<file path="src/rtl/pci_arb_pkg.sv">
// pci_arb_pkg: shared definitions for the PCI bus arbiter.
//   - arb_state_t            : arbiter FSM states (IDLE/GRANT/BUSY/TURN)
//   - DEFAULT_GRANT_TIMEOUT  : default number of cycles a grant may go unused
//   - idx_width()            : bit width needed to index n values (minimum 1)
package pci_arb_pkg;

    typedef enum logic [1:0] {
        IDLE  = 2'd0,
        GRANT = 2'd1,
        BUSY  = 2'd2,
        TURN  = 2'd3
    } arb_state_t;

    localparam int DEFAULT_GRANT_TIMEOUT = 16;

    // Width of a counter/index covering 0..n-1; never narrower than one bit
    // so that degenerate parameter values still give legal vectors.
    function automatic int idx_width(input int n);
        return (n < 2) ? 1 : $clog2(n);
    endfunction

endpackage

</file>
<file path="src/rtl/pci_arb_rr_pick.sv">
// pci_arb_rr_pick: combinational rotating-priority encoder.
// Finds the first asserted request searching upward from last+1 and
// wrapping modulo NREQ, so the most recent winner has lowest priority.
// Ports:
//   req  [NREQ-1:0]          in   request vector, active-high
//   last [$clog2(NREQ)-1:0]  in   index of the previous winner
//   pick [$clog2(NREQ)-1:0]  out  index of the selected requester
//   any                      out  at least one request is asserted
module pci_arb_rr_pick
    import pci_arb_pkg::*;
#(
    parameter int NREQ = 4
) (
    input  logic [NREQ-1:0]          req,
    input  logic [$clog2(NREQ)-1:0]  last,
    output logic [$clog2(NREQ)-1:0]  pick,
    output logic                     any
);

    localparam int IW = $clog2(NREQ);

    // cand[gi] is the master sitting gi+1 places after last (mod NREQ);
    // cand_req[gi] is its request, i.e. the request vector rotated so that
    // bit 0 is the highest-priority candidate.
    logic [IW-1:0]   cand [NREQ];
    logic [NREQ-1:0] cand_req;

    for (genvar gi = 0; gi < NREQ; gi++) begin : g_cand
        logic [IW:0] sum;
        // last < NREQ and gi+1 <= NREQ, so one conditional subtract wraps it.
        assign sum          = {1'b0, last} + (IW+1)'(gi + 1);
        assign cand[gi]     = (sum >= (IW+1)'(NREQ)) ? IW'(sum - (IW+1)'(NREQ))
                                                     : sum[IW-1:0];
        assign cand_req[gi] = req[cand[gi]];
    end

    // Scan from lowest priority to highest so the nearest requester wins.
    always_comb begin
        pick = '0;
        for (int i = NREQ - 1; i >= 0; i--) begin
            if (cand_req[i]) begin
                pick = cand[i];
            end
        end
    end

    assign any = |cand_req;

endmodule

</file>
<file path="src/rtl/pci_arbiter.sv">
// pci_arbiter: central round-robin PCI bus arbiter.
// All inputs are registered once before the FSM sees them, and every output
// comes straight from a flop, so a request sampled at edge N shows up on
// GNT_n after edge N+1 and no input reaches an output combinationally.
// Optional feature macro: PCI_ARB_PARK_EN (bus parking on the last owner).
// Ports:
//   PCI_CLK      in   bus clock, rising-edge
//   RESET_n      in   asynchronous active-low reset
//   REQ_n        in   per-master request, active-low
//   FRAME_n      in   bus FRAME#
//   IRDY_n       in   bus IRDY#
//   GNT_n        out  per-master grant, active-low, at most one low
//   OWNER        out  index of current/last bus owner
//   OWNER_VALID  out  high while a transaction is in progress
//   PROT_ERR     out  one-cycle pulse on FRAME# start with no grant out
module pci_arbiter
    import pci_arb_pkg::*;
#(
    parameter int NREQ          = 4,
    parameter int GRANT_TIMEOUT = DEFAULT_GRANT_TIMEOUT
) (
    input  logic                     PCI_CLK,
    input  logic                     RESET_n,
    input  logic [NREQ-1:0]          REQ_n,
    input  logic                     FRAME_n,
    input  logic                     IRDY_n,
    output logic [NREQ-1:0]          GNT_n,
    output logic [$clog2(NREQ)-1:0]  OWNER,
    output logic                     OWNER_VALID,
    output logic                     PROT_ERR
);

    localparam int IW = $clog2(NREQ);
    localparam int TW = idx_width(GRANT_TIMEOUT + 1);
    localparam logic [TW-1:0] TMO_MAX  = TW'(GRANT_TIMEOUT);
    // Timer value seen on the last allowed grant cycle; the revoke happens
    // on that edge so the grant is visible for exactly GRANT_TIMEOUT cycles.
    localparam logic [TW-1:0] TMO_LAST = TW'((GRANT_TIMEOUT == 0) ? 0 : GRANT_TIMEOUT - 1);
    localparam logic [NREQ-1:0] ONE    = {{(NREQ-1){1'b0}}, 1'b1};

    // Sampled inputs
    logic [NREQ-1:0] req_reg;
    logic            frame_reg, irdy_reg, prev_idle_reg;

    arb_state_t      state_reg, state_next;
    logic [NREQ-1:0] gnt_n_reg, gnt_n_next;
    logic [IW-1:0]   last_reg, last_next;
    logic [IW-1:0]   owner_reg, owner_next;
    logic [TW-1:0]   timer_reg, timer_next;
    logic            prot_err_reg, prot_err_next;
    logic            do_grant;

`ifdef PCI_ARB_PARK_EN
    // Park target is tracked separately from last so that it can start at
    // master 0 after reset while last starts at NREQ-1.
    logic [IW-1:0]   park_reg, park_next;
    logic [NREQ-1:0] park_mask;
    logic            parked;
`endif

    logic [IW-1:0]   pick_idx;
    logic            pick_any;
    logic [NREQ-1:0] last_mask;
    logic            bus_idle, frame_start, others_req, timeout;

    pci_arb_rr_pick #(.NREQ(NREQ)) u_pick (
        .req  (req_reg),
        .last (last_reg),
        .pick (pick_idx),
        .any  (pick_any)
    );

    assign last_mask   = ONE << last_reg;
    assign bus_idle    = frame_reg & irdy_reg;
    // FRAME# start = idle on the previous sample, FRAME# low on this one.
    assign frame_start = prev_idle_reg & ~frame_reg;
    assign others_req  = |(req_reg & ~last_mask);
    assign timeout     = (GRANT_TIMEOUT != 0) && (timer_reg == TMO_LAST);

    always_comb begin
        state_next    = state_reg;
        gnt_n_next    = gnt_n_reg;
        last_next     = last_reg;
        owner_next    = owner_reg;
        timer_next    = timer_reg;
        prot_err_next = 1'b0;
        do_grant      = 1'b0;
`ifdef PCI_ARB_PARK_EN
        park_next     = park_reg;
        park_mask     = ONE << park_reg;
        parked        = (gnt_n_reg != '1);
`endif

        case (state_reg)
            IDLE: begin
                if (frame_start && (gnt_n_reg == '1)) begin
                    prot_err_next = 1'b1;
                end
`ifdef PCI_ARB_PARK_EN
                if (parked && frame_start) begin
                    // Parked master owns the bus without having asked.
                    state_next = BUSY;
                    owner_next = park_reg;
                    last_next  = park_reg;
                end else if (parked && |(req_reg & ~park_mask)) begin
                    // Someone else wants the bus: drop the park grant first.
                    gnt_n_next = '1;
                    state_next = TURN;
                end else if (pick_any) begin
                    do_grant = 1'b1;
                end else begin
                    gnt_n_next = ~park_mask;
                end
`else
                do_grant = pick_any;
`endif
                if (do_grant) begin
                    gnt_n_next = ~(ONE << pick_idx);
                    last_next  = pick_idx;
                    timer_next = '0;
                    state_next = GRANT;
`ifdef PCI_ARB_PARK_EN
                    park_next  = pick_idx;
`endif
                end
            end

            GRANT: begin
                if (timer_reg != TMO_MAX) begin
                    timer_next = timer_reg + 1'b1;
                end
                if (timeout) begin
                    gnt_n_next = '1;
                    state_next = TURN;
                end else if (frame_start) begin
                    state_next = BUSY;
                    owner_next = last_reg;
                    if (!req_reg[last_reg] || others_req) begin
                        gnt_n_next = '1;
                    end
                end else if (!req_reg[last_reg]) begin
                    gnt_n_next = '1;
                    state_next = TURN;
                end
            end

            BUSY: begin
                if (bus_idle) begin
                    gnt_n_next = '1;
                    state_next = TURN;
                end else if (!req_reg[last_reg] || others_req) begin
                    // Removing GNT# lets the owner's latency timer end the burst.
                    gnt_n_next = '1;
                end
            end

            TURN: begin
                gnt_n_next = '1;
                state_next = IDLE;
            end

            default: begin
                gnt_n_next = '1;
                state_next = IDLE;
            end
        endcase
    end

    always_ff @(posedge PCI_CLK or negedge RESET_n) begin
        if (!RESET_n) begin
            req_reg       <= '0;
            frame_reg     <= 1'b1;
            irdy_reg      <= 1'b1;
            prev_idle_reg <= 1'b1;
            state_reg     <= IDLE;
            gnt_n_reg     <= '1;
            last_reg      <= IW'(NREQ - 1);
            owner_reg     <= '0;
            timer_reg     <= '0;
            prot_err_reg  <= 1'b0;
`ifdef PCI_ARB_PARK_EN
            park_reg      <= '0;
`endif
        end else begin
            req_reg       <= ~REQ_n;
            frame_reg     <= FRAME_n;
            irdy_reg      <= IRDY_n;
            prev_idle_reg <= frame_reg & irdy_reg;
            state_reg     <= state_next;
            gnt_n_reg     <= gnt_n_next;
            last_reg      <= last_next;
            owner_reg     <= owner_next;
            timer_reg     <= timer_next;
            prot_err_reg  <= prot_err_next;
`ifdef PCI_ARB_PARK_EN
            park_reg      <= park_next;
`endif
        end
    end

    assign GNT_n       = gnt_n_reg;
    assign OWNER       = owner_reg;
    assign OWNER_VALID = (state_reg == BUSY);
    assign PROT_ERR    = prot_err_reg;

endmodule

</file>
<file path="config.mk">
export PLATFORM = sky130hd
export DESIGN_NAME = pci_arbiter
export DESIGN_NICKNAME = d
export VERILOG_FILES = /design/src/rtl/pci_arb_pkg.sv /design/src/rtl/pci_arb_rr_pick.sv /design/src/rtl/pci_arbiter.sv
export SDC_FILE = /design/constraint.sdc
export NUM_CORES = 1
export LEC_CHECK = 0
export ABC_AREA = 1
export CELL_PAD_IN_SITES_DETAIL_PLACEMENT = 1
export CELL_PAD_IN_SITES_GLOBAL_PLACEMENT = 1
export CORE_UTILIZATION = 37
export DETAILED_ROUTE_END_ITERATION = 10
export PLACE_DENSITY_LB_ADDON = 0.1
export SYNTH_ARGS = -nofsm -noshare
export SYNTH_HDL_FRONTEND = slang
export SYNTH_SLANG_ARGS = --single-unit
</file>
<file path="constraint.sdc">
create_clock -name PCI_CLK -period 1.8 [get_ports PCI_CLK]
set_input_delay 0.18 -clock PCI_CLK [delete_from_list [all_inputs] [get_ports PCI_CLK]]
set_output_delay 0.18 -clock PCI_CLK [all_outputs]
set_load 0.005 [all_outputs]
</file>
==> flow_summary.toml, run 1 <==
[cts]
clock_sinks = 23
ctsHoldBuffers = 0
clkTransAtPathRegs_ns = 0.09
htreeDepth = 1
insertion_delay_ns = 0.27
cts_buffers = 3
cts-root-buf = "clkbuf_8"
clock_path_buffers = 2
cts_tree = "yes"

[place]
port_buffers = 15
dp_hpwl_um = 2980
gp_congestion = 0.866
place_area_um2 = 1760

[sta]
finalHoldViolCount = 0
skew_ns = 0.00559
tightestPinTransition_ns = 0.470
min_period_over_period = 0.977
finalSetupViolCount = 0
drv_slew = 0
rsz0062_at_grt = "true"
relSlewSlack = 0.686
max_freq_mhz = 569
setup-tns-final_ns = 0
min_period_ns = 1.76

[logic_synthesis]
yosysWarningCount = 0
synth_area_leaders = "dfrtp_1 23%, dfstp_2 16%, nand2_1 12%, ha_1 9.1%, inv_1 8.0%"
synth_top_family_by_area = "simple AND/OR/NAND/NOR gates"
synthMuxAreaShare = 0
synth_nets = 212
synth_cells = 193
ys_seq_area_frac = 0.390
synth_cell_types = 28
syn_area_um2 = 1510
synth_top_area_share = 0.233
synth_compound_area_frac = 0.0723
synthAdderAreaFrac = 0.0914
yosysTopAreaCell = "dfrtp_1"
synth_simple_gate_area_frac = 0.346
synth_xor_area_frac = 0.00582
yosys_register_bits = 23
synth_area_per_cell_um2 = 7.80

[finish]
design_area_um2 = 1970
seq_area_um2 = 587
area_growth_pct = 30.7
layout-drive-gt1-share = 0.303
multi_input_area_um2 = 916
antenna_cells = 0
nFillCells = 451
largest_register_ffs = 5
fin_nets = 238

[power]
cellPowerDensity_nw_per_um2 = 1910
power_frac_seq = 0.218
p_clk_frac = 0.089
power.share.combinational = 0.693
fin_total_pwr_w = 0.00377
p_leak_nw = 0.924
power.switching_w = 0.00190
p_int_w = 0.00187
vdd_drop_max_mv = 0.917
switching_share = 0.505

[critical_path]
critPathKind = "flop to flop"
crit_fanout = 8
r2r_setup_slack_ns = 0.04
worstSetupStartpointType = "flop"
worstReg2RegStart = "last_reg[1]$_DFFE_PN1P_"
crit_required_ns = 1.96
cp.arrival_ns = 1.92
r2r-end = "timer_reg[3]$_DFFE_PN0P_"
cp-end-kind = "flop"
rr_worst_depth = 11

[floorplanning]
dieArea_um2 = 4330
num_rows = 22
die_w_um = 65.8
start_util = 0.399
ioPinCount = 16
core_region_area_um2 = 3770
die_y_um = 65.8

[run]
max_cap_violations = 0

[global_route]
met1_usage = 0.245
top_usage_layer = "met2"
met3_usage = 0.0310
grt-ovfl-total = 0
use_met2 = 0.378
grt_pass1_vias = 1446
grt_max_degree = 24
grt_util_all_layers = 0.205
grt_pass1_wl_um = 6640
antenna_found_initial = 0

[detailed_routing]
drc_errors = 0
drt_iter0_drc = 52
wl_per_cell_um = 15.2
vias = 1344
routed_wl_um = 4050
viasPerCell = 5.05
drtAntennaViolNets = 0
firstDrtPassIters = 2

[run_status]
run_status = "finished clean"

[hold_path]
hold_class = "primary input to async pin"
## cell usage in the layout, fill, tap and decap left out
| master | netlist | layout |
|---|---|---|
| nor3_1 | 1 | 1 |
| nand2_2 | 6 | 9 |
| nand3_2 | 7 | 7 |
| dfstp_2 | 9 | 9 |
| xor2_1 | 1 | 1 |
| or2_2 | 1 | 1 |
| o21ai_2 | 0 | 1 |
| a211oi_1 | 1 | 1 |
| nand4_1 | 8 | 8 |
| nand3_4 | 1 | 4 |
| nor2_1 | 10 | 8 |
| ha_2 | 0 | 2 |
| o22ai_1 | 1 | 1 |
| o21ai_1 | 5 | 6 |
| nor4_1 | 1 | 1 |
| nand2_1 | 48 | 42 |
| inv_2 | 2 | 5 |
| clkbuf_8 | 0 | 3 |
| nand3b_1 | 2 | 2 |
| nor2_4 | 1 | 3 |
| buf_6 | 0 | 2 |
| inv_4 | 1 | 1 |
| a21oi_1 | 8 | 5 |
| clkbuf_1 | 1 | 1 |
| nand3_1 | 11 | 8 |
| dfrtp_1 | 14 | 14 |
| ha_1 | 11 | 6 |
| ha_4 | 0 | 3 |
| nand2_4 | 2 | 5 |
| inv_8 | 0 | 1 |
| a21oi_2 | 0 | 3 |
| buf_4 | 0 | 6 |
| inv_1 | 32 | 28 |
| nor2_2 | 1 | 1 |
| o21ai_0 | 6 | 4 |
| clkdlybuf4s50_1 | 0 | 15 |
## cells by family (layout without fill, tap and decap cells)
logic type      count (synthesis)  count (layout)
buf+inv                        37              62
simple gates                  100             100
flops                          23              23
compound gates                 21              21
xor+xnor                        1               1
fa+ha+maj                      11              11
## worst max path at each step
stage	startpoint	to	slack [ns]	depth (start not counted)
2_1_floorplan	last_reg[1]$_DFFE_PN1P_	timer_reg[3]$_DFFE_PN0P_	0.01	11
3_3_place_gp	last_reg[1]$_DFFE_PN1P_	timer_reg[3]$_DFFE_PN0P_	0.06	11
3_5_place_dp	last_reg[1]$_DFFE_PN1P_	timer_reg[3]$_DFFE_PN0P_	-0.02	11
4_1_cts	last_reg[1]$_DFFE_PN1P_	timer_reg[3]$_DFFE_PN0P_	-0.02	11
5_1_grt	last_reg[1]$_DFFE_PN1P_	GNT_n[0]$_DFFE_PN1P_	-0.09	13
6_report	last_reg[1]$_DFFE_PN1P_	timer_reg[3]$_DFFE_PN0P_	0.04	11
## cells in the mapped netlist (all sizes together)
library cell	instances
clkbuf	1
o21ai	11
dfrtp	14
nand2	56
buf	1
or2	1
nor4	1
ha	11
nand3	19
inv	35
nand3b	2
nor2	12
nand4	8
xor2	1
dfstp	9
a211oi	1
o22ai	1
nor3	1
a21oi	8
## metal layers
layer	vias up	part of all wire
met3	6	0.017
met2	10	0.53
met1	665	0.44
li1	663	-
met4	0	0.014
met5	-	0
## power by group through the flow
| stage | registers (W) | logic [W] | clock network [W] |
|---|---|---|---|
| final | 0.000820 | 0.00261 | 0.000336 |
| after global placement | 0.000814 | 0.00199 | 0 |
| after CTS | 0.000816 | 0.00216 | 0.000345 |
| after detailed placement | 0.000826 | 0.00210 | 0 |
| after floorplan | 0.000837 | 0.00142 | 0 |
| after global routing | 0.000845 | 0.00289 | 0.000364 |
## stage by stage
step                std cells  setup WS, ns  hold slack (ns)   util
floorplan                 193        0.0135           -0.116      -
global placement          260        0.0640            0.464  0.468
detailed placement        260       -0.0221            0.466  0.468
CTS                       265       -0.0157            0.269  0.484
global route              266       -0.0909            0.274  0.522
finish                    266        0.0417            0.263  0.522
## area by class of cell
class,count,share of cell area
multi-input cells,133,0.466
flip-flops and latches,23,0.298
repair buffers,23,0.111
inverters,35,0.0719
well taps,48,0.0305
clock buffers,4,0.0229
## worst max-delay path: stages (launching register included)
cell,delay (ns)
dfstp_2,0.54
inv_1,0.07
ha_4,0.30
inv_4,0.05
nand3_4,0.06
nand2_4,0.08
nor2_4,0.12
nand3_4,0.11
nand2_4,0.13
inv_8,0.05
nand3b_1,0.07
o21ai_1,0.07
## repair_timing
| item | in CTS | in global routing |
|---|---|---|
| buffers inserted | 1 | 1 |
| pin swaps | 6 | 17 |
| endpoints found under the setup margin | 7 | 14 |
| gates resized for setup | 2 | 38 |
Note: power is estimated with default switching activity, not from simulation.
==> run 2, diff against run 1 <==
clock period = 1.6 ns   (was 1.8 ns; I/O delays follow)
==> run 2 against run 1 <==
Compared with the run above: critical path type unchanged; the flow now finishes with violations (negative setup slack); clock skew up 0.0026 ns; highest routed layer unchanged; via count up 6.7%; die area unchanged; critical path depth unchanged; first-iteration DRC count is 75% higher; utilization is 3.7 points higher; non-clock buffer count grew 17; global-route usage grew 0.17 points; count of clock-buffer cells in the layout unchanged; final cell count rose by 6.4%; largest cell class unchanged; hold slack worse by 0.012 ns.
==> flow_summary.toml, run 2 (synthesis gave the netlist of run 1 again) <==
[global_route]
grt_pass1_wl_um = 6820
antenna_found_initial = 0
grt_max_degree = 24
grt_util_all_layers = 0.207
grt-ovfl-total = 0
grt_pass1_vias = 1515

[critical_path]
rr_worst_depth = 11
crit_fanout = 4
crit_required_ns = 1.81
r2r_setup_slack_ns = -0.21
worstReg2RegStart = "last_reg[0]$_DFFE_PN1P_"
endpoint = "GNT_n[0]$_DFFE_PN1P_"
cp.arrival_ns = 2.02
worstSetupStartpointType = "flop"
critPathKind = "flop to flop"
crit_path_start = "last_reg[0]$_DFFE_PN1P_"
r2r-end = "GNT_n[0]$_DFFE_PN1P_"
cp-end-kind = "flop"

[detailed_routing]
drc_errors = 0
drt_iter0_drc = 91
routed_wl_um = 4280
drtAntennaViolNets = 0
viasPerCell = 5.07
firstDrtPassIters = 4
vias = 1434
wl_per_cell_um = 15.1

[run_status]
violations = "negative setup slack"
run_status = "complete, but fails checks"

[finish]
fin_nets = 255
antenna_cells = 0
layout-drive-gt1-share = 0.379
seq_area_um2 = 587
nFillCells = 451
final_common_cell = "nand2_1"
area_growth_pct = 40.1
final_cell_count_no_fill = 283
final_util = 0.559
largest_register_ffs = 5
layout_common_cells = "36 x nand2_1, 29 x inv_1, 23 x buf_4"
multi_input_area_um2 = 927

[sta]
drv_slew = 0
rsz0062_at_grt = "true"
relSlewSlack = 0.787
min_period_over_period = 1.13
min_period_ns = 1.81
fin_ws_ns = -0.211
max_freq_mhz = 552
finalHoldViolCount = 0
tightestPinTransition_ns = 0.320
setup-tns-final_ns = -2.02
finalSetupViolCount = 14
skew_ns = 0.00814

[power]
fin_total_pwr_w = 0.00461
p_leak_nw = 1.02
cellPowerDensity_nw_per_um2 = 2180
vdd_drop_max_mv = 1.08

[cts]
htreeDepth = 1
insertion_delay_ns = 0.27
clock_path_buffers = 2
cts-root-buf = "clkbuf_8"
clock_sinks = 23
ctsHoldBuffers = 0
cts_tree = "yes"
clkTransAtPathRegs_ns = 0.09
cts_buffers = 3

[floorplanning]
start_util = 0.399
die_y_um = 65.8
dieArea_um2 = 4330
die_w_um = 65.8
ioPinCount = 16
core_region_area_um2 = 3770
num_rows = 22

[hold_path]
hold_class = "primary input to async pin"

[place]
gp_congestion = 0.797
port_buffers = 15
dp_cells = 269
dp_hpwl_um = 3000

[run]
max_cap_violations = 0
[run 2: changes by cell type in the layout (fill, tap and decap cells not counted), sizes merged]
cell / delta
buf: +17
[run 2: layer usage]
layer,track usage,vias to the layer above,wire (µm)
met5,0,-,0
met4,0.0408,0,55
met3,0.0259,8,109
met2,0.385,32,2310
met1,0.252,693,1800
li1,-,701,-
[run 2: critical path, cell delays in order (launching register included)]
cell	delay (ns)
dfstp_2	0.58
buf_6	0.12
buf_4	0.14
nand2_2	0.10
nand3_2	0.12
nand2_4	0.07
nor2_1	0.18
nand2_1	0.09
nand2_1	0.13
nand4_1	0.11
nand2_1	0.08
nand2_1	0.05
[run 2: worst min path at each step]
stage	start	endpoint	slack, ns	depth (start not counted)
2_1_floorplan	RESET_n	OWNER[0]$_DFFE_PN0P_	-0.14	0
3_3_place_gp	GNT_n[0]$_DFFE_PN1P_	GNT_n[0]$_DFFE_PN1P_	0.46	2
3_5_place_dp	irdy_reg$_DFF_PN1_	prev_idle_reg$_DFF_PN1_	0.47	2
4_1_cts	RESET_n	timer_reg[2]$_DFFE_PN0P_	0.26	2
5_1_grt	RESET_n	OWNER[0]$_DFFE_PN0P_	0.27	2
6_report	RESET_n	state_reg[0]$_DFFE_PN0P_	0.25	2
[run 2: layout make-up]
class | count | share of cell area
timing repair buffer | 40 | 0.164
multi-input combinational | 133 | 0.440
tap | 48 | 0.0285
inverter | 35 | 0.0682
sequential | 23 | 0.278
clock buffer | 4 | 0.0214
[run 2: metrics by stage]
stage / setup WS (ns) / hold slack, ns / cell area (µm²)
6_report: -0.211 / 0.251 / 2110
5_1_grt: -0.295 / 0.273 / 2110
4_1_cts: -0.168 / 0.256 / 1990
3_5_place_dp: -0.183 / 0.473 / 1840
3_3_place_gp: -0.124 / 0.464 / 1840
2_1_floorplan: -0.131 / -0.136 / 1530
[run 2: power breakdown]
part           switching [W]  internal (W)
clock               0.000196      0.000178
combinational        0.00193       0.00137
sequential          0.000124      0.000804
[run 2: what timing repair did]
| item | CTS | global route |
|---|---|---|
| endpoints found under the setup margin | 14 | 14 |
| pin swaps | 11 | 11 |
| setup buffers | 6 | 5 |
| resized for setup | 20 | 23 |
==> run 3, diff against run 2 <==
CORE_MARGIN = 1.5   (was default)
==> run 3 against run 2 <==
Compared with the run above: the flow still finishes with violations (negative setup slack); clock power about the same; critical endpoint is now timer_reg[4]$_DFFE_PN0P_; critical path type unchanged; final cell count unchanged; highest routed layer unchanged; largest power group unchanged; die area increased by 3.1%.
==> flow_summary.toml, run 3 (synthesis gave the netlist of run 1 again) <==
[run_status]
run_status = "complete, but fails checks"
violations = "negative setup slack"

[sta]
fin_hold_ws_ns = 0.241
min_period_over_period = 1.11
finalSetupViolCount = 13
drv_slew = 0
skew_ns = 0.00432
finalHoldViolCount = 0
relSlewSlack = 0.794
tightestPinTransition_ns = 0.310
max_freq_mhz = 561
fin_ws_ns = -0.182
rsz0062_at_grt = "true"
min_period_ns = 1.78
setup-tns-final_ns = -1.62

[cts]
ctsHoldBuffers = 0
clock_path_buffers = 2
clock_sinks = 23
cts-root-buf = "clkbuf_8"
clkTransAtPathRegs_ns = 0.09
insertion_delay_ns = 0.27
cts_tree = "yes"
cts_buffers = 3
htreeDepth = 1

[finish]
final_util = 0.513
fin_nets = 253
layout-drive-gt1-share = 0.318
antenna_cells = 0
layout_common_cells = "41 x nand2_1, 29 x inv_1, 23 x buf_4"
largest_register_ffs = 5
area_growth_pct = 34.3
final_common_cell = "nand2_1"

[critical_path]
cp-end-kind = "flop"
crit_fanout = 8
critPathKind = "flop to flop"
worstSetupStartpointType = "flop"
cp.arrival_ns = 1.94
crit_required_ns = 1.76

[floorplanning]
core_region_area_um2 = 3940
num_rows = 23
die_w_um = 66.8
dieArea_um2 = 4460
die_y_um = 66.8
ioPinCount = 16
start_util = 0.382

[global_route]
grt_util_all_layers = 0.188
grt_max_degree = 24
grt_pass1_wl_um = 6400
grt_pass1_vias = 1468
antenna_found_initial = 0
grt-ovfl-total = 0

[power]
vdd_drop_max_mv = 0.803
power.switching_w = 0.00199
power.share.combinational = 0.691
power_frac_seq = 0.219
cellPowerDensity_nw_per_um2 = 2080
p_int_w = 0.00221
p_clk_frac = 0.090
switching_share = 0.474
p_leak_nw = 1.01

[detailed_routing]
drtAntennaViolNets = 0
drt_iter0_drc = 32
routed_wl_um = 3870
wl_per_cell_um = 13.7
drc_errors = 0
firstDrtPassIters = 4
viasPerCell = 4.95
vias = 1401

[hold_path]
hold_class = "primary input to async pin"

[place]
port_buffers = 15
dp_hpwl_um = 3040
place_ws_ns = -0.209
gp_congestion = 0.799

[run]
max_cap_violations = 0
## run 3: cell types whose count changed in the layout (fill, tap and decap cells not counted), sizes merged
cell,before,now
buf,25,23
dlymetal6s2s,0,1
clkdlybuf4s50,15,14
## run 3: metal layers
layer	up-vias	GRT usage	part of all wire
li1	693	-	-
met1	693	0.213	0.44
met2	9	0.361	0.53
met3	6	0.0270	0.016
met4	0	0.0536	0.014
met5	-	0	0
## run 3: repair_timing
| item | CTS | global route |
|---|---|---|
| hold endpoints to repair | 0 | 0 |
| pin swaps | 6 | 2 |
| setup endpoints to repair | 14 | 15 |
| setup buffers | 4 | 4 |
| gates resized for setup | 8 | 17 |
## run 3: metrics by stage
stage | total power [W] | cell area, µm² | std cells
floorplan | 0.00259 | 1530 | 193
global placement | 0.00330 | 1840 | 271
detailed placement | 0.00343 | 1840 | 271
CTS | 0.00401 | 1940 | 279
global route | 0.00463 | 2020 | 283
finish | 0.00420 | 2020 | 283
## run 3: power groups by stage
| stage | Clock [W] | Combinational [W] | Sequential [W] |
|---|---|---|---|
| CTS | 0.000396 | 0.00269 | 0.000922 |
| global placement | 0 | 0.00237 | 0.000934 |
| detailed placement | 0 | 0.00248 | 0.000950 |
| finish | 0.000378 | 0.00290 | 0.000922 |
| floorplan | 0 | 0.00164 | 0.000949 |
| global route | 0.000416 | 0.00327 | 0.000943 |
## run 3: area by class of cell
type	instances	area, µm²
clock buffer	4	45.0
fill	477	1920
inverter	35	141
multi-input combinational	133	861
sequential	23	587
tap	50	62.6
timing repair buffer	38	325
## run 3: final timing paths
kind / start / to / slack (ns) / cells after the start
min in group PCI_CLK: FRAME_n / frame_reg$_DFF_PN1_ / 0.29 / 1
max reg2reg: last_reg[0]$_DFFE_PN1P_ / timer_reg[4]$_DFFE_PN0P_ / -0.18 / 11
min reg2reg: GNT_n[2]$_DFFE_PN1P_ / GNT_n[2]$_DFFE_PN1P_ / 0.48 / 2
max: last_reg[0]$_DFFE_PN1P_ / timer_reg[4]$_DFFE_PN0P_ / -0.18 / 11
max in group asynchronous: RESET_n / last_reg[0]$_DFFE_PN1P_ / 1.07 / 2
min: RESET_n / state_reg[1]$_DFFE_PN0P_ / 0.24 / 2
## run 3: critical path, stage by stage, from the launching register on
cell	delay [ns]
dfstp_2	0.58
inv_4	0.05
ha_4	0.29
inv_4	0.05
nand3_2	0.08
nand2_4	0.07
nor2_4	0.12
nand3_4	0.11
nand2_4	0.11
inv_6	0.05
nand3b_1	0.08
o21ai_1	0.07
==> variant: new RTL, flow settings as in run 2 <==
Add a define of `PCI_ARB_PARK_EN`.
--- a/src/rtl/pci_arbiter.sv
+++ b/src/rtl/pci_arbiter.sv
@@ -15,2 +15,4 @@
 //   PROT_ERR     out  one-cycle pulse on FRAME# start with no grant out
+`define PCI_ARB_PARK_EN
+
 module pci_arbiter
Check against the original RTL: not equivalent (a bounded check fails within 4 cycles, from zero or initial values and one cycle with RESET_n low).
==> variant against run 2 <==
The run still ends with setup timing left. Cell count rose by 39%. Wire length up 52%. Total power increased by 32%. Die area up 23%. First-iteration DRC count fell by 44%. Worst setup slack worse by 310 ps. Count of clock-buffer cells in the layout decreased by 1. Sequential cell count rose by 2. Via count is 39% higher. Area after synthesis rose by 24%. Cell area rose by 33%. Largest cell class unchanged.
==> variant: results (changes against run 2) <==
stage,metric,value,unit,change
outcome,status,finished with violations,,
outcome,failing checks,setup timing,,
cts,root buf cell,clkbuf_8,,
power,Worst VDD drop,0.0007987,V,-26%
sta,# setup viols final,18,,+4
routing,DRT Pass-1 Iters,4,,unchanged
synthesis,Synth area leaders,"dfrtp_1 22%, nand2_1 14%, dfstp_2 13%, inv_1 7.5%, ha_1 7.4%",,
synthesis,library cells used by synthesis,36,,+29%
routing,1st-iter DRT viols,51,,-44%
grt,largest net degree at the start of global routing,26,,+8.3%
synthesis,Mean Syn Cell Area,7.239,µm²,-7.2%
sta,Slew @ Worst Pin,470.6,ps,+150.6 ps
power,seq pwr,1.02,mW,+10%
grt,global-route wire length before repair,9.384,mm,+38%
critical_path,Reg-to-Reg End,last_reg[0],,
power,Pwr Total,6.060,mW,+32%
cells_and_area,fill count,612,,+36%
routing,drt via density,5.056,,-0.22%
power,P_leak,1.360,nW,+33%
critical_path,r2r worst-path depth,12,,+1
cells_and_area,share of post-route cells with drive strength above 1,42.81,%,+4.9 points
cells_and_area,"non-filler cells, final",394,,+39%
sta,Final Skew,6.775,ps,-1.369 ps
grt,vias in the first global route,2039,,+35%
synthesis,YS warnings,0,,unchanged
critical_path,Crit Path Class,flop to flop,,
placement,PortBufs,15,,unchanged
grt,total global-route track usage,23.50,%,+2.8 points
grt,initial antenna violation count,0,,unchanged
sta,final hold slack,259.6,ps,+8.107 ps
cts,Max H-tree Level,1,,unchanged
critical_path,Worst EP arrival,2310,ps,+290 ps
synthesis,sequential area share after synthesis,34.23,%,-4.8 points
placement,RD Place Congestion,0.7990,,+0.31%
placement,DP Cell Count,383,,+42%
placement,area post-placement,0.002484,mm²,+35%
power,Sw Ratio,48.60,%,-0.35 points
routing,final wirelength,6.497,mm,+52%
cells_and_area,total inserted antenna cells,0,,unchanged
sta,PnR worst setup slack,-517.4,ps,-306.0 ps
cts,clock latency on the worst-skew pair,280,ps,
sta,Final TNS setup,-5980,ps,-3963 ps
cells_and_area,fin nets,347,,+36%
synthesis,Synth Net Count,276,,+30%
synthesis,Commonest cells post-synth,"68 x nand2_1, 37 x inv_1, 22 x nor2_1",,
power,Clock group,0.397,mW,+5.9%
placement,DP Worst Slack,-466.8,ps,-283.8 ps
critical_path,CP max FO,8,,+4
placement,post-DP HPWL,4.394,mm,+46%
==> variant: cell count changes after synthesis, moves of 3 or more <==
| cell | run 2 | this run |
|---|---|---|
| a21oi_1 | 8 | 11 |
| nand4_1 | 8 | 3 |
| o21ai_0 | 6 | 14 |
| inv_1 | 32 | 37 |
| nor2_1 | 10 | 22 |
| nand2_1 | 48 | 68 |
| a31oi_1 | 0 | 3 |
| nand2_2 | 6 | 9 |
==> variant: kinds of logic (layout without fill, tap and decap cells) <==
group           count (synthesis)  in the layout  synth area share, %
compound gates                 41             42                12.31
simple gates                  135            135                36.11
fa+ha+maj                      11             11                7.397
buf+inv                        45            114                9.952
flops                          25             25                34.23
==> variant: per-layer routing <==
metal	GRT usage [%]	part of all wire [%]	vias to the layer above
li1	-	-	957
met1	27.49	41	987
met2	44.24	54	36
met3	3.039	3.2	12
met4	7.190	1.8	0
met5	0	0	-
==> variant: final cells by class <==
cell class | instances | area [µm²] | share of cell area, %
clock buffers | 3 | 41.29 | 1.476
clock inverters | 1 | 5.005 | 0.1789
flip-flops and latches | 25 | 636.9 | 22.76
well taps | 67 | 83.83 | 2.996
inverters | 41 | 166.4 | 5.948
multi-input cells | 188 | 1256 | 44.90
repair buffers | 69 | 608.1 | 21.74
==> variant: worst max-delay path, cell delays in order (launching register included) <==
cell	delay (ps)
dfstp_2	620
inv_8	50
ha_4	310
inv_4	60
nand3_4	90
nand2_4	70
nor2_4	100
nand2_4	80
nand2_8	110
inv_4	60
nor2_1	190
o21ai_1	150
o21ai_0	130
==> variant: timing repair <==
action,CTS,global route
setup buffers,7,0
endpoints found under the hold margin,0,0
gates resized for setup,30,36
endpoints found under the setup margin,18,20
pin swaps,16,13
cloned,0,1
